File: src/rtl/cpu_pkg.sv
// Shared CPU types: issuer FSM states, halt encoding,
// and instruction field positions.
package cpu_pkg;

  typedef enum logic [2:0] {
    IDLE,
    FETCH,
    LOAD,
    START,
    WAIT_ACK,
    WAIT_DONE,
    HALT,
    ERROR
  } issuer_state_t;

  localparam logic [15:0] HALT_WORD = 16'hE000;

  localparam int OPCODE_MSB = 15;
  localparam int OPCODE_LSB = 13;
  localparam int OP_MSB     = 12;
  localparam int OP_LSB     = 11;

endpackage

File: src/rtl/instr_issuer_if.sv
// Issuer bus: imem_addr/imem_data to memory, instr/opcode/op/s/w to controller.
// master = issuer side, slave = memory + fsm controller side.
interface instr_issuer_if #(
  parameter int AW = 8
);

  logic [AW-1:0] imem_addr;
  logic [15:0]   imem_data;
  logic [15:0]   instr;
  logic [2:0]    opcode;
  logic [1:0]    op;
  logic          s;
  logic          w;

  modport master (
    output imem_addr,
    output instr,
    output opcode,
    output op,
    output s,
    input  imem_data,
    input  w
  );

  modport slave (
    input  imem_addr,
    input  instr,
    input  opcode,
    input  op,
    input  s,
    output imem_data,
    output w
  );

endinterface

File: src/rtl/instr_issuer_issue_watchdog.sv
// Cycle watchdog for handshake waits: clear, enable, expired.
// expired is high during the TIMEOUT-th cycle since the last clear.
module issue_watchdog #(
  parameter int TIMEOUT = 64
) (
  input  logic clk,
  input  logic reset,
  input  logic clear,
  input  logic enable,
  output logic expired
);

  localparam int CW = $clog2(TIMEOUT + 1);

  logic [CW-1:0] cnt;

  assign expired = (cnt == CW'(TIMEOUT - 1));

  always_ff @(posedge clk) begin
    if (reset) begin
      cnt <= '0;
    end else if (clear) begin
      cnt <= '0;
    end else if (enable && !expired) begin
      cnt <= cnt + CW'(1);
    end
  end

endmodule

File: src/rtl/instr_issuer.sv
// Steps PC through imem, latches instr, pulses s and waits on w from the controller.
// Ports: clk, reset, run, prog_len, bus (master), busy, done, error, retired.
module instr_issuer
  import cpu_pkg::*;
#(
  parameter int AW      = 8,
  parameter int TIMEOUT = 64
) (
  input  logic           clk,
  input  logic           reset,
  input  logic           run,
  input  logic [AW:0]    prog_len,
  instr_issuer_if.master bus,
  output logic           busy,
  output logic           done,
  output logic           error,
  output logic [AW:0]    retired
);

  issuer_state_t state;

  logic          wd_clr;
  logic          wd_en;
  logic          wd_exp;
  logic [AW:0]   pc_nxt;

  assign bus.opcode = bus.instr[OPCODE_MSB:OPCODE_LSB];
  assign bus.op     = bus.instr[OP_MSB:OP_LSB];

  // PC is extended by one bit so prog_len == 2**AW is reachable.
  assign pc_nxt = {1'b0, bus.imem_addr} + (AW+1)'(1);

  // Count only while waiting; restart on the ack -> done hand-over.
  assign wd_en  = (state == WAIT_ACK) || (state == WAIT_DONE);
  assign wd_clr = !wd_en || ((state == WAIT_ACK) && !bus.w);

  issue_watchdog #(
    .TIMEOUT (TIMEOUT)
  ) u_wd (
    .clk     (clk),
    .reset   (reset),
    .clear   (wd_clr),
    .enable  (wd_en),
    .expired (wd_exp)
  );

  always_ff @(posedge clk) begin
    if (reset) begin
      state         <= IDLE;
      bus.imem_addr <= '0;
      bus.instr     <= '0;
      bus.s         <= 1'b0;
      busy          <= 1'b0;
      done          <= 1'b0;
      error         <= 1'b0;
      retired       <= '0;
    end else begin
      unique case (state)
        IDLE: begin
          if (run && (prog_len == '0)) begin
            state   <= HALT;
            retired <= '0;
            done    <= 1'b1;
          end else if (run && bus.w) begin
            state         <= FETCH;
            bus.imem_addr <= '0;
            retired       <= '0;
            busy          <= 1'b1;
          end
        end
        FETCH: state <= LOAD;
        LOAD: begin
          state     <= START;
          bus.instr <= bus.imem_data;
          bus.s     <= 1'b1;
        end
        START: begin
          state <= WAIT_ACK;
          bus.s <= 1'b0;
        end
        WAIT_ACK: begin
          if (!bus.w) begin
            state <= WAIT_DONE;
          end else if (wd_exp) begin
            state <= ERROR;
            busy  <= 1'b0;
            error <= 1'b1;
          end
        end
        WAIT_DONE: begin
          if (bus.w) begin
            retired <= retired + (AW+1)'(1);
            // A halt word stops the PC on itself.
            if (bus.instr == HALT_WORD) begin
              state <= HALT;
              busy  <= 1'b0;
              done  <= 1'b1;
            end else begin
              bus.imem_addr <= pc_nxt[AW-1:0];
              if (pc_nxt == prog_len) begin
                state <= HALT;
                busy  <= 1'b0;
                done  <= 1'b1;
              end else begin
                state <= FETCH;
              end
            end
          end else if (wd_exp) begin
            state <= ERROR;
            busy  <= 1'b0;
            error <= 1'b1;
          end
        end
        HALT: begin
          if (!run) begin
            state <= IDLE;
            done  <= 1'b0;
          end
        end
        ERROR: begin
          bus.s <= 1'b0;
          busy  <= 1'b0;
          error <= 1'b1;
        end
      endcase
    end
  end

endmodule

File: src/flat_wrapper.sv
// flat-port wrapper written by rule: the top's interface ports become plain ports
module instr_issuer_flat import cpu_pkg::*;
#(
  parameter int AW      = 8,
  parameter int TIMEOUT = 64
)
  (clk, reset, run, prog_len, busy, done, error, retired, bus_imem_addr, bus_instr, bus_opcode, bus_op, bus_s, bus_imem_data, bus_w);
  instr_issuer_if #(.AW(AW)) bus_i ();
  input  logic clk;
  input  logic reset;
  input  logic run;
  input  logic [AW:0] prog_len;
  output logic busy;
  output logic done;
  output logic error;
  output logic [AW:0] retired;
  output wire logic [$bits(bus_i.imem_addr)-1:0] bus_imem_addr;
  output wire logic [$bits(bus_i.instr)-1:0] bus_instr;
  output wire logic [$bits(bus_i.opcode)-1:0] bus_opcode;
  output wire logic [$bits(bus_i.op)-1:0] bus_op;
  output wire logic [$bits(bus_i.s)-1:0] bus_s;
  input wire logic [$bits(bus_i.imem_data)-1:0] bus_imem_data;
  input wire logic [$bits(bus_i.w)-1:0] bus_w;
  assign bus_imem_addr = bus_i.imem_addr;
  assign bus_instr = bus_i.instr;
  assign bus_opcode = bus_i.opcode;
  assign bus_op = bus_i.op;
  assign bus_s = bus_i.s;
  assign bus_i.imem_data = bus_imem_data;
  assign bus_i.w = bus_w;
  instr_issuer #(.AW(AW), .TIMEOUT(TIMEOUT)) u_core (.clk(clk), .reset(reset), .run(run), .prog_len(prog_len), .bus(bus_i), .busy(busy), .done(done), .error(error), .retired(retired));
endmodule
File: config.mk
export PLATFORM = sky130hd
export DESIGN_NAME = instr_issuer_flat
export DESIGN_NICKNAME = d
export VERILOG_FILES = /design/src/rtl/cpu_pkg.sv /design/src/rtl/instr_issuer_if.sv /design/src/rtl/instr_issuer_issue_watchdog.sv /design/src/rtl/instr_issuer.sv /design/src/flat_wrapper.sv
export SDC_FILE = /design/constraint.sdc
export NUM_CORES = 1
export LEC_CHECK = 0
export ABC_AREA = 1
export CAP_MARGIN = 0
export CORE_ASPECT_RATIO = 0.5
export CORE_MARGIN = 2
export CORE_UTILIZATION = 30
export CTS_BUF_LIST = sky130_fd_sc_hd__clkbuf_16
export CTS_CLUSTER_DIAMETER = 30
export DETAILED_ROUTE_END_ITERATION = 8
export GPL_ROUTABILITY_DRIVEN = 0
export PLACE_DENSITY = 0.59
export SETUP_SLACK_MARGIN = 0.15
export SYNTH_ARGS = -nofsm -noshare
export SYNTH_HDL_FRONTEND = slang
export SYNTH_SLANG_ARGS = --single-unit
File: constraint.sdc
create_clock -name clk -period 5.46 [get_ports clk]
set_clock_uncertainty 0.2 [all_clocks]
set_input_delay 1.092 -clock clk [delete_from_list [all_inputs] [get_ports clk]]
set_output_delay 1.092 -clock clk [all_outputs]
set_load 0.1 [all_outputs]
==> impl_results.md, run 1 <==
- Crit Path Max Fanout: 7
- Vias in the first global route: 2359
- GRT Total Usage: 0.142
- Flop pwr share: 0.229
- Yosys warns: 0
- Worst setup EP type: output port
- CTS buffer count: 5
- Combinational family with the most area after synthesis: simple AND/OR/NAND/NOR gates
- # port buffers: 70
- Vias per inst: 4.57
- Final ANT Viol Nets: 0
- Adder-cell share of the synthesized area: 0.0142
- Cell-internal power: 0.978 mW
- Post-CTS Setup Inserts: 0
- Total negative setup slack: 0 ns
- Net Count, Synth: 420
- CP top delay family: buffers and inverters
- Tightest Pin Transition: 1.04 ns
- 1st-iter DRT viols: 119
- Post-synth EDFFs: 0
- PwrDens: 615 mW/mm^2
- FILL cells: 914
- Synth Area in Compound Gates: 0.197
- Total number of vias: 2597
- CTS root buf: clkbuf_16
- Final setup viols: 0
- Clock Latency Late Sink: 0.29 ns
- Post-synthesis cell area: 0.00265 mm^2
- Max cap viols: 0
- Post_cts resized: 0
- DRT Wirelength: 6.53 mm
- Mapped Cells: 388
- Final nets: 482
- I/O pin total: 71
- Worst hold path type: reg -> reg
- Primary FF master, synth: dfxtp_1
- Share of the clock period used by the worst path: 0.595
- Core area: 0.00865 mm^2
- WP buf/inv: 1
- Slowest cell on crit path: clkdlybuf4s50_1
- Simple-gate area share of the yosys netlist: 0.301
- Residual DRC: 0
- Status: complete, no violations
- Share of flip-flops with an asynchronous set or reset: 0
- Final Hold Viols: 0
- XOR/XNOR share of the synthesized area: 0.0132
- # diodes: 0
- Initial core utilization: 0.306
- Reg clk slew, reported paths: 0.07 ns
- Switching fraction of total power: 0.556
- Most common cell after layout, fill and taps aside: nand2_1
- First-pass DRT Iterations: 4
- Critical path arrival: 1.96 ns
- GRT overflow: 0
- Largest net degree at the start of global routing: 34
- Max incr delay on CP: 1.19 ns
- Dpl hpwl: 4.96 mm
- Layout cells sized above 1: 0.0931
- Die area: 0.00964 mm^2
- Clock Power Share: 0.161
- Min Tclk post-route: 3.25 ns
- DR WL/cell: 11.5 um
- VDD IR-drop max: 358 uV
- Comb power frac: 0.610
- Syn-to-layout area delta: 35.3%
- Std cell rows: 24
- Yosys cell types: 37
- Initial antenna violation count: 0
- Final Max Slew Viols: 0
- Mean post-synth cell area: 6.82 um^2
- WP data required: 4.17 ns
- P_sw: 1.23 mW
- Post-synthesis register bit count: 47
- TritonCTS clock tree: yes
- Htree depth: 2
- First-pass GRT wire length: 11.0 mm
- Sequential element share of the synthesized area: 0.355
- Type of origin of the critical path: flop
- CP Cell Sequence: clkdlybuf4s50_1
- CTS Hold Bufs: 0
- Lkg Pwr: 1.38 nW
- Post-synthesis mux area share: 0
- CP Class: reg -> out
- Total power draw: 2.20 mW
- Worst slew margin: 0.307
- F_max: 308 MHz
- Most frequent cells in the layout: nand2_1 (74), clkdlybuf4s50_1 (70), inv_1 (53), dfxtp_1 (47), a21oi_1 (41)
- Die Y: 70.4 um
- Sink Count: 47
- Clk buf depth: 2
- Die width: 137 um
- RSZ-0062 raised after global routing: false
-- power by group through the flow --
stage	clock network (mW)	logic, mW	registers [mW]
final	0.355	1.34	0.504
after global routing	0.380	1.44	0.517
after CTS	0.365	1.35	0.505
after detailed placement	0	1.35	0.511
after global placement	0	1.35	0.512
after floorplan	0	0.617	0.991
-- layer usage --
| metal | GRT usage | up-vias | wire (um) |
|---|---|---|---|
| li1 | - | 1398 | - |
| met1 | 0.195 | 1133 | 3220 |
| met2 | 0.218 | 56 | 2890 |
| met3 | 0.0349 | 10 | 318 |
| met4 | 0.0424 | 0 | 101 |
| met5 | 0 | - | 0 |
-- final cells by class --
cell class | count | area (um^2) | share of cell area
inverter | 61 | 231 | 0.0646
tap | 117 | 146 | 0.0409
timing repair buffer | 70 | 701 | 0.196
clock buffer | 5 | 125 | 0.0349
sequential | 47 | 941 | 0.263
clock inverter | 3 | 46.3 | 0.0129
multi-input combinational | 265 | 1390 | 0.388
-- logic make-up after synthesis --
| logic type | count (synthesis) |
|---|---|
| AO/OA/AOI/OAI | 88 |
| XOR/XNOR | 4 |
| adder cells (fa/ha/maj) | 3 |
| buffers and inverters | 76 |
| flip-flops | 47 |
| AND/OR/NAND/NOR | 170 |
-- flip-flops by register name, indices dropped and copies added (netlist names) --
name and count:
u_core.done 1, u_core.busy 1, u_core.u_wd.cnt 7, u_core.bus.s 1, u_core.retired 9, u_core.state 3
u_core.bus.instr 16, u_core.error 1, u_core.bus.imem_addr 8
-- stage by stage --
stage / setup slack [ns] / cells / cell area, um^2 / util / hold WS (ns)
after floorplan: 2.75 / 388 / 2650 / - / 0.244
after global placement: 1.91 / 560 / 3410 / 0.394 / 0.250
after detailed placement: 1.86 / 560 / 3410 / 0.394 / 0.254
after CTS: 2.18 / 568 / 3580 / 0.414 / 0.265
after global routing: 1.99 / 568 / 3580 / 0.414 / 0.277
final: 2.21 / 568 / 3580 / 0.414 / 0.266
-- worst paths after layout --
path / startpoint / endpoint / slack, ns / cells after the start
worst max-delay path: u_core.bus.imem_addr[2]$_SDFFE_PP0P_ / bus_imem_addr[2] / 2.21 / 1
worst min-delay path: u_core.bus.instr[3]$_SDFFE_PP0P_ / u_core.bus.instr[3]$_SDFFE_PP0P_ / 0.27 / 2
worst max register to register: u_core.bus.imem_addr[1]$_SDFFE_PP0P_ / u_core.busy$_SDFFE_PP0P_ / 3.21 / 15
worst min register to register: u_core.bus.instr[3]$_SDFFE_PP0P_ / u_core.bus.instr[3]$_SDFFE_PP0P_ / 0.27 / 2
-- synthesized netlist by cell type (5+ instances only) --
cell | number | area [um^2]
a211oi_2 | 6 | 75.1
a21oi_1 | 41 | 205
a31oi_1 | 5 | 31.3
buf_4 | 5 | 37.5
clkbuf_1 | 7 | 26.3
dfxtp_1 | 47 | 941
inv_1 | 53 | 199
inv_2 | 6 | 22.5
nand2_1 | 74 | 278
nand2_2 | 7 | 43.8
nand3_1 | 30 | 150
nand4_1 | 11 | 68.8
nor2_1 | 30 | 113
nor2_2 | 5 | 31.3
nor3_1 | 5 | 25.0
o21ai_0 | 21 | 105
o21ai_1 | 6 | 30.0
Note: power is estimated with default switching activity, not from simulation.
==> run 2, diff against run 1 <==
==> constraint.sdc (replaced) <==
create_clock -name clk -period 3 [get_ports clk]
set_clock_uncertainty 0.2 [all_clocks]
set_input_delay 0.6 -clock clk [delete_from_list [all_inputs] [get_ports clk]]
set_output_delay 0.6 -clock clk [all_outputs]
set_load 0.1 [all_outputs]
==> run 2 against run 1 <==
Global-route usage down 0.35 points. Worst hold slack got worse by 0.0047 ns. Largest cell class unchanged. Combinational power increased by 80%. Non-clock buffer count increased by 3. First-iteration DRC count up 21%. Sequential power up 81%. Final area shrank 2.9%. Utilization down 1.2 points.
==> impl_results.md, run 2 (synthesis results as in run 1) <==
- Lkg Pwr: 1.46 nW
- Largest register FFs: 16
- 1st-iter DRT viols: 144
- Initial antenna violation count: 0
- Residual DRC: 0
- DR WL/cell: 11.3 um
- CTS buffer count: 5
- RSZ-0062 raised after global routing: false
- Clk buf depth: 2
- Die area: 0.00964 mm^2
- Share of the clock period used by the worst path: 0.836
- Final Hold Viols: 0
- Final Max Slew Viols: 0
- Htree depth: 2
- Most common cell after layout, fill and taps aside: nand2_1
- Post-CTS Setup Inserts: 0
- GR Layer Usage met2: 0.225
- First-pass GRT wire length: 10.9 mm
- Largest net degree at the start of global routing: 34
- CTS root buf: clkbuf_16
- Die Y: 70.4 um
- WHS: 0.262 ns
- Sink Count: 47
- Largest register by flop count: u_core.bus.instr
- Vias per inst: 4.58
- VDD IR-drop max: 495 uV
- Die width: 137 um
- Worst slew margin: 0.639
- Reg2reg path depth: 9
- First-pass DRT Iterations: 4
- Initial core utilization: 0.306
- CTS Hold Bufs: 0
- Critical path arrival: 2.48 ns
- Syn-to-layout area delta: 31.3%
- Flop pwr share: 0.235
- Clock Latency Late Sink: 0.29 ns
- Status: complete, no violations
- GRT met1 Usage: 0.184
- Reg clk slew, reported paths: 0.07 ns
- DRT Wirelength: 6.47 mm
- Final ANT Viol Nets: 0
- GR peak layer: met2
- Min Tclk post-route: 2.51 ns
- # diodes: 0
- WP data required: 2.98 ns
- GRT overflow: 0
- Total negative setup slack: 0 ns
- Switching fraction of total power: 0.575
- Vias in the first global route: 2373
- Dpl hpwl: 4.98 mm
- Tightest Pin Transition: 0.538 ns
- Comb power frac: 0.620
- I/O pin total: 71
- Most frequent cells in the layout: nand2_1 (74), inv_1 (53), dfxtp_1 (47), buf_4 (45), a21oi_1 (41)
- PwrDens: 1120 mW/mm^2
- CP Class: in -> reg
- Final nets: 485
- Finished Layout Cells: 571
- TritonCTS clock tree: yes
- F_max: 399 MHz
- Post_cts resized: 0
- Max cap viols: 0
- Std cell rows: 24
- # port buffers: 70
- Grt met3 use: 0.0356
- Placed cells: 563
- Worst hold path type: reg -> reg
- Total number of vias: 2618
- Type of origin of the critical path: input port
- Layout cells sized above 1: 0.192
- Crit Path Max Fanout: 15
- GRT Total Usage: 0.138
- Core area: 0.00865 mm^2
- P_sw: 2.24 mW
- Hold depth: 2
- Cell-internal power: 1.65 mW
- Top flop regs: u_core.bus.instr (16), u_core.retired (9), u_core.bus.imem_addr (8)
- Worst setup EP type: flop
- Clock Power Share: 0.145
- Final setup viols: 0
run 2: layer usage:
layer,part of all wire,vias to the layer above
li1,-,1402
met1,0.49,1172
met2,0.47,42
met3,0.038,2
met4,0.0046,0
met5,0,-
run 2: worst max-delay path: stages:
cell and delay [ns]:
clkdlybuf4s50_1 0.45, inv_1 0.10, nand4_1 0.09, nor3_1 0.39, o21ai_0 0.21, nand2_2 0.33, clkinv_1 0.15, nand4_1 0.10
a21oi_1 0.06
run 2: layout make-up:
cell class,instances,area [um^2]
fill,930,5170
multi-input combinational,265,1390
sequential,47,941
timing repair buffer,73,618
inverter,61,231
tap,117,146
clock buffer,5,125
clock inverter,3,23.8
run 2: stage by stage:
step / utilization / setup slack, ns / area (um^2) / power, mW
2_1_floorplan: - / 0.293 / 2650 / 2.93
3_3_place_gp: 0.385 / 0.315 / 3330 / 3.34
3_5_place_dp: 0.385 / 0.215 / 3330 / 3.34
4_1_cts: 0.402 / 0.512 / 3480 / 3.92
5_1_grt: 0.402 / 0.336 / 3480 / 4.12
6_report: 0.402 / 0.493 / 3480 / 3.89
run 2: path summary, 6_finish.rpt:
path                                     from                                   end  slack [ns]
max                               prog_len[6]  u_core.bus.imem_addr[6]$_SDFFE_PP0P_        0.49
min          u_core.bus.instr[3]$_SDFFE_PP0P_      u_core.bus.instr[3]$_SDFFE_PP0P_        0.26
max reg2reg      u_core.state[2]$_SDFFE_PP0P_  u_core.bus.imem_addr[2]$_SDFFE_PP0P_        0.82
min reg2reg  u_core.bus.instr[3]$_SDFFE_PP0P_      u_core.bus.instr[3]$_SDFFE_PP0P_        0.26
run 2: power by group through the flow:
stage                     clock network (mW)  logic [mW]  registers, mW
after floorplan                            0        1.12           1.80
after global placement                     0        2.41          0.930
after detailed placement                   0        2.41          0.928
after CTS                              0.589        2.42          0.916
after global routing                   0.613        2.57          0.942
final                                  0.564        2.41          0.914
